File: config.mk
export PLATFORM = sky130hd
export DESIGN_NAME = collisions
export DESIGN_NICKNAME = d
export VERILOG_FILES = /design/src/rtl/collisions.sv
export SDC_FILE = /design/constraint.sdc
export NUM_CORES = 2
export LEC_CHECK = 0
export BUFFER_PORTS_ARGS = -buffer_cell sky130_fd_sc_hd__buf_2
export CAP_MARGIN = 40
export CORE_AREA = 3 3 683 685
export DETAILED_ROUTE_END_ITERATION = 10
export DIE_AREA = 0 0 686 688
export PLACE_DENSITY = 0.32
export SYNTH_ARGS = -nofsm -noshare
export SYNTH_HDL_FRONTEND = slang
export SYNTH_SLANG_ARGS = --single-unit
File: constraint.sdc
create_clock -name clk -period 2.7 [get_ports clk]
set_clock_uncertainty 0.1 [all_clocks]
set_input_delay 0.27 -clock clk [delete_from_list [all_inputs] [get_ports clk]]
set_output_delay 0.27 -clock clk [all_outputs]
set_load 0.01 [all_outputs]
File: src/rtl/collisions.sv
// Snake game shared types and the collision/eat/result evaluator that runs once per game step.
// A step is a rising edge of clk_div seen in the clk domain; all outputs are registered.
package snake_pkg;
  localparam int MAP_WIDTH        = 16;
  localparam int MAP_HEIGHT       = 12;
  localparam int MAX_SNAKE_LENGTH = 16;
  localparam int START_POS_X      = 8;
  localparam int START_POS_Y      = 6;
  localparam int XW = $clog2(MAP_WIDTH);
  localparam int YW = $clog2(MAP_HEIGHT);
  localparam int LW = $clog2(MAX_SNAKE_LENGTH + 1);

  typedef enum logic [2:0] {EMPTY, WALL, SNAKE1, SNAKE2, POINT} tile_t;
  typedef enum logic [2:0] {NONE, UP, DOWN, LEFT, RIGHT} dir_t;
  typedef enum logic [1:0] {MENU, GAME, OVER} mode_t;

  typedef struct packed {
    logic [XW-1:0] x;
    logic [YW-1:0] y;
  } pos_s;

  typedef struct packed {
    logic [LW-1:0]                length;
    logic [XW-1:0]                head_x;
    logic [YW-1:0]                head_y;
    logic [XW-1:0]                tail_x;
    logic [YW-1:0]                tail_y;
    pos_s [MAX_SNAKE_LENGTH-1:0]  segments;
  } snake_s;

  typedef struct packed {
    tile_t [MAP_HEIGHT-1:0][MAP_WIDTH-1:0] tiles;
    snake_s                                snake1;
    snake_s                                snake2;
  } map_s;
endpackage

module collisions
  import snake_pkg::*;
(
  input  logic  clk,
  input  logic  rst,
  input  logic  clk_div,
  input  dir_t  dir1,
  input  dir_t  dir2,
  input  map_s  map,
  output map_s  map_nxt,
  input  mode_t mode,
  input  logic  eaten1_pre,
  input  logic  eaten2_pre,
  output logic  eaten1,
  output logic  eaten2,
  output logic  won,
  output logic  lost,
  output logic  draw
);

  typedef struct packed {
    logic          oob;
    logic [XW-1:0] x;
    logic [YW-1:0] y;
  } head_t;

  function automatic head_t next_head(input logic [XW-1:0] x, input logic [YW-1:0] y,
                                      input dir_t d);
    head_t h;
    h.oob = 1'b0;
    h.x   = x;
    h.y   = y;
    case (d)
      UP:      if (y == '0) h.oob = 1'b1; else h.y = y - YW'(1);
      DOWN:    if (y == YW'(MAP_HEIGHT - 1)) h.oob = 1'b1; else h.y = y + YW'(1);
      LEFT:    if (x == '0) h.oob = 1'b1; else h.x = x - XW'(1);
      RIGHT:   if (x == XW'(MAP_WIDTH - 1)) h.oob = 1'b1; else h.x = x + XW'(1);
      default: ;
    endcase
    return h;
  endfunction

  // A vacating tail is free to enter; a tail that stays put because its snake just grew is solid.
  function automatic logic hits(input head_t h, input tile_t t, input map_s m,
                                input logic ep1, input logic ep2);
    logic on1, on2, solid;
    on1   = (h.x == m.snake1.tail_x) && (h.y == m.snake1.tail_y);
    on2   = (h.x == m.snake2.tail_x) && (h.y == m.snake2.tail_y);
    solid = (t == WALL) || (t == SNAKE1) || (t == SNAKE2);
    return h.oob | (on1 & ep1) | (on2 & ep2) | (solid & ~((on1 & ~ep1) | (on2 & ~ep2)));
  endfunction

  logic  clk_div_q;
  logic  armed;
  logic  step;
  logic  mv1, mv2, same_head;
  logic  col1, col2, eat1, eat2;
  head_t nh1, nh2;
  tile_t t1, t2;

  always_comb begin
    nh1 = next_head(map.snake1.head_x, map.snake1.head_y, dir1);
    nh2 = next_head(map.snake2.head_x, map.snake2.head_y, dir2);
    mv1 = (dir1 != NONE);
    mv2 = (dir2 != NONE);
    t1  = nh1.oob ? EMPTY : map.tiles[nh1.y][nh1.x];
    t2  = nh2.oob ? EMPTY : map.tiles[nh2.y][nh2.x];
    same_head = mv1 & mv2 & ~nh1.oob & ~nh2.oob & (nh1.x == nh2.x) & (nh1.y == nh2.y);
    col1 = mv1 & (hits(nh1, t1, map, eaten1_pre, eaten2_pre) | same_head);
    col2 = mv2 & (hits(nh2, t2, map, eaten1_pre, eaten2_pre) | same_head);
    eat1 = mv1 & ~col1 & (t1 == POINT);
    eat2 = mv2 & ~col2 & (t2 == POINT);
    // armed keeps a clk_div that is already high at reset release from posing as a fresh edge
    step = armed & clk_div & ~clk_div_q;
  end

  always_ff @(posedge clk or negedge rst) begin
    if (!rst) begin
      clk_div_q <= 1'b0;
      armed     <= 1'b0;
      map_nxt   <= '0;
      eaten1    <= 1'b0;
      eaten2    <= 1'b0;
      won       <= 1'b0;
      lost      <= 1'b0;
      draw      <= 1'b0;
    end else begin
      clk_div_q <= clk_div;
      armed     <= armed | ~clk_div;
      eaten1    <= 1'b0;
      eaten2    <= 1'b0;
      if (mode != GAME) begin
        map_nxt <= map;
        won     <= 1'b0;
        lost    <= 1'b0;
        draw    <= 1'b0;
      end else if (step && !(won || lost || draw)) begin
        map_nxt <= map;
        eaten1  <= eat1;
        eaten2  <= eat2;
        if (col1 && col2)  draw <= 1'b1;
        else if (col1)     lost <= 1'b1;
        else if (col2)     won  <= 1'b1;
      end
    end
  end

endmodule

==> results by group <==
Cells and area
  • Area of the multi-input gates: 0.0208 mm²
  • Area growth from synthesis to layout: 95.5%
  • Fill cell total of the finished layout: 51160
  • Commonest cells after routing, fill and taps aside: buf_2, dlygate4sd3_1, buf_4, dfrtp_1, mux2_2
  • Post-route cell area: 0.0839 mm²
  • Final net count: 8029
  • Leading cell type in the layout, fill and taps excluded: buf_2
  • Share of post-route cells with drive strength above 1: 57.1%
  • Sequential cell area: 0.0220 mm²

Worst hold path
  • Hold-critical path endpoint: won
  • Number of cells on the worst hold path: 5
  • HP Class: input pin to flop
  • Beginning of the worst hold path: mode[1]

GRT
  • Total track usage: 18.7%
  • Number of global-route vias before repair: 50639
  • Initial antenna violation count: 235
  • First-pass GRT wire length: 572000 µm
  • Largest net degree at the start of global routing: 115
  • GRT overflow: 0

Setup path
  • Crit path launch type: input pin
  • Critical Path End Type: flop
  • Standard cell with the maximum stage delay on the critical path: a2111oi_4
  • Data required time of the worst path: 3.31 ns
  • Setup slack on the worst flop-to-flop path: 0.39 ns
  • Cell breakdown of the critical path: buf_12, ha_4, and4b_2, o21ai_4, buf_6, o32ai_4, buf_6, o22ai_1, o21ai_0, mux4_2, a21oi_4, a31oi_4, a2111oi_4, or4_4, o31ai_4, a32o_1
  • Most common cell type on the critical path: buf_6
  • WS Path Type: input pin to flop
  • Launching point of the worst reg2reg path: draw
  • Arr. time, crit path: 4.17 ns
  • Reg2reg end: map_nxt[11]
  • Critical Path Max Stage Delay: 0.86 ns
  • Critical Path Fanout Max: 22
  • Worst r2r path cells: 8

Floorplanning
  • Number of ports placed on the die boundary: 1766
  • # rows: 249
  • Die span in x: 686 µm
  • Die outline height: 688 µm
  • Initial core utilization: 9.33%
  • DIE AREA: 0.472 mm²
  • Core Box Area: 0.460 mm²

Timing
  • Max Clock Freq: 281 MHz
  • Number of endpoints with negative hold slack in the final report: 0
  • Setup Viol. Count Final: 5
  • Final max-slew violation count: 0
  • Setup repair after global routing missed its margin: true
  • Worst Slack Setup Final: -0.863 ns
  • Tightest Pin Transition: 0.912 ns
  • Crit share post-route: 132%
  • Fin crit period: 3.56 ns
  • Max-slew headroom at the worst pin: 39.2%

Synthesis
  • Syn Nets: 4354
  • Post-synthesis cell type count: 106
  • Share of synthesized registers carrying an async set or reset: 100%
  • Mean instance size in the synthesized netlist: 12.4 µm²
  • Number of cells produced by synthesis: 3459
  • Register bit total from synthesis: 881
  • Dominant register cell in the synthesized netlist: dfrtp_1
  • Register area share after synthesis: 51.4%
  • Synth Warn #: 0
  • Post-synth design cell area: 0.0429 mm²
  • Number of enable-type register cells in the synthesized netlist: 0

Clock network
  • Register clock-pin slew on the reported worst setup and hold paths: 0.05 ns
  • Inserted Clock Buffers: 135
  • Root buffer cell: clkbuf_16
  • Count of clock tree sinks: 881
  • H-tree lvl count: 4
  • Worst-Skew Late Latency: 0.84 ns
  • Clock buffer depth: 4
  • TritonCTS clock tree: yes

Placed design
  • Placement-stage cell area: 0.0678 mm²
  • Count of port buffers added during placement: 1765
  • Placer congestion estimate: 0.962
  • Total half-perimeter wirelength after legalization and detailed placement: 397000 µm
  • Worst slack at placement: -2.29 ns

Outcome
  • Outcome: finished, violations left
  • Failing checks: negative setup slack

Route
  • Number of remaining DRC errors: 0
  • Total Wirelength: 459000 µm
  • First-pass detailed-route iteration total: 8
  • Remaining antenna violation count after routing: 0
  • Overall via count from detail_route: 48557
  • DRC violation total after the first TritonRoute iteration: 3532
  • Routed wirelength normalized by instance count: 34.1 µm
  • Vias per Instance: 3.61

Power
  • Switching pwr: 0.0167 W
  • VDD IR-drop max: 373 µV
  • Portion of total power attributed to combinational logic: 30.1%
  • Internal power contribution: 0.0323 W
  • Leakage component of the power: 35.9 nW
  • PwrDens: 583 mW/mm²
  • Fraction of power consumed by the clock network: 39.3%
  • Sw frac: 34.1%
  • Sequential share of power: 30.6%

Run
  • Count of max-cap constraint violations: 0
-- worst max-delay path: cells and delay by family --
kind / cells / cell delay, ns
compound gates: 9 / 2.08
fa+ha+maj: 1 / 0.15
buf+inv: 3 / 0.46
mux: 1 / 0.51
simple gates: 2 / 0.59
-- area by class of cell --
| type | instances | share of cell area (%) |
|---|---|---|
| Timing Repair Buffer | 3783 | 33.8 |
| Clock buffer | 187 | 4.63 |
| Sequential cell | 881 | 26.3 |
| Multi-Input combinational cell | 2315 | 24.8 |
| Inverter | 18 | 0.0939 |
| Clock inverter | 46 | 0.907 |
| Tap cell | 6149 | 9.17 |
| Antenna cell | 89 | 0.265 |
-- worst max-delay path by stage --
stage	startpoint	endpoint	slack [ns]	cells after the start
after floorplan	map[136]	lost	-0.94	17
after global placement	map[285]	lost	-2.86	18
after detailed placement	map[285]	lost	-2.29	22
after CTS	map[285]	won	-0.73	22
after global routing	map[285]	won	-0.79	20
final	map[285]	lost	-0.86	16
-- metrics by stage --
step / cells / TNS (ns) / power (W) / hold WS [ns] / utilization [%]
floorplan: 3459 / -3.73 / 0.0192 / -0.126 / -
global placement: 12134 / -12.99 / 0.0281 / 0.157 / 14.7
detailed placement: 12136 / -10.69 / 0.0281 / 0.155 / 14.7
CTS: 13368 / -3.09 / 0.0499 / 0.000386 / 18.1
global route: 13408 / -3.54 / 0.0509 / 0.0427 / 18.2
finish: 13468 / -3.73 / 0.0489 / 0.0559 / 18.2
-- power groups by stage --
stage / Clock (W) / Sequential, W / Combinational [W]
after floorplan: 0 / 0.0156 / 0.00361
after global placement: 0 / 0.0152 / 0.0129
after detailed placement: 0 / 0.0152 / 0.0129
after CTS: 0.0200 / 0.0150 / 0.0149
after global routing: 0.0203 / 0.0151 / 0.0154
final: 0.0192 / 0.0150 / 0.0147
-- cells in the mapped netlist, types with 48 or more instances --
| library cell | number | area (µm²) |
|---|---|---|
| dfrtp_1 | 881 | 22000 |
| mux2_2 | 873 | 9830 |
| nand2_1 | 234 | 878 |
| nor2_1 | 160 | 601 |
| nor3_1 | 159 | 796 |
| clkbuf_1 | 142 | 533 |
| nand3_1 | 81 | 405 |
| a211oi_1 | 68 | 510 |
| mux2i_1 | 57 | 571 |
| o21ai_0 | 57 | 285 |
| buf_2 | 53 | 265 |
| o311ai_0 | 50 | 438 |
| a21oi_1 | 48 | 240 |
-- per-layer routing --
| layer | global-route usage [%] | vias up | part of all wire (%) | wire [µm] |
|---|---|---|---|---|
| met1 | 21.5 | 25142 | 39 | 179000 |
| met2 | 32.2 | 2254 | 48 | 222000 |
| met3 | 6.43 | 568 | 8.5 | 39100 |
| met4 | 6.19 | 108 | 4.0 | 18200 |
| li1 | - | 20485 | - | - |
| met5 | 0 | - | 0.16 | 747 |
-- state kept, by name, indices dropped and copies added (netlist names) --
signal	cells
lost	1
draw	1
map_nxt	874
clk_div_q	1
won	1
armed	1
eaten1	1
eaten2	1
-- what timing repair did --
item / 4_1_cts / 5_1_grt
pin swaps: 54 / 45
setup buffers: 42 / 15
endpoints found under the hold margin: 1585 / 0
cloned: 5 / 1
hold buffers: 959 / 0
resized for setup: 152 / 83
endpoints found under the setup margin: 5 / 71
-- cell families (layout without fill, tap and decap cells) --
group                      Yosys count  in the layout  share of synthesized area (%)
muxes                              982            982                           27.0
DFF                                881            881                           51.4
and+or+nand+nor                    795            795                           8.95
AOI/OAI and AO/OA                  491            491                           8.65
buffers and inverters              263           4034                           2.93
xor gates and xnor gates            39             39                          0.874
adders and majority gates            8              8                          0.233
other                                0             89                              0
No activity file was read; power rests on OpenSTA's default activity.
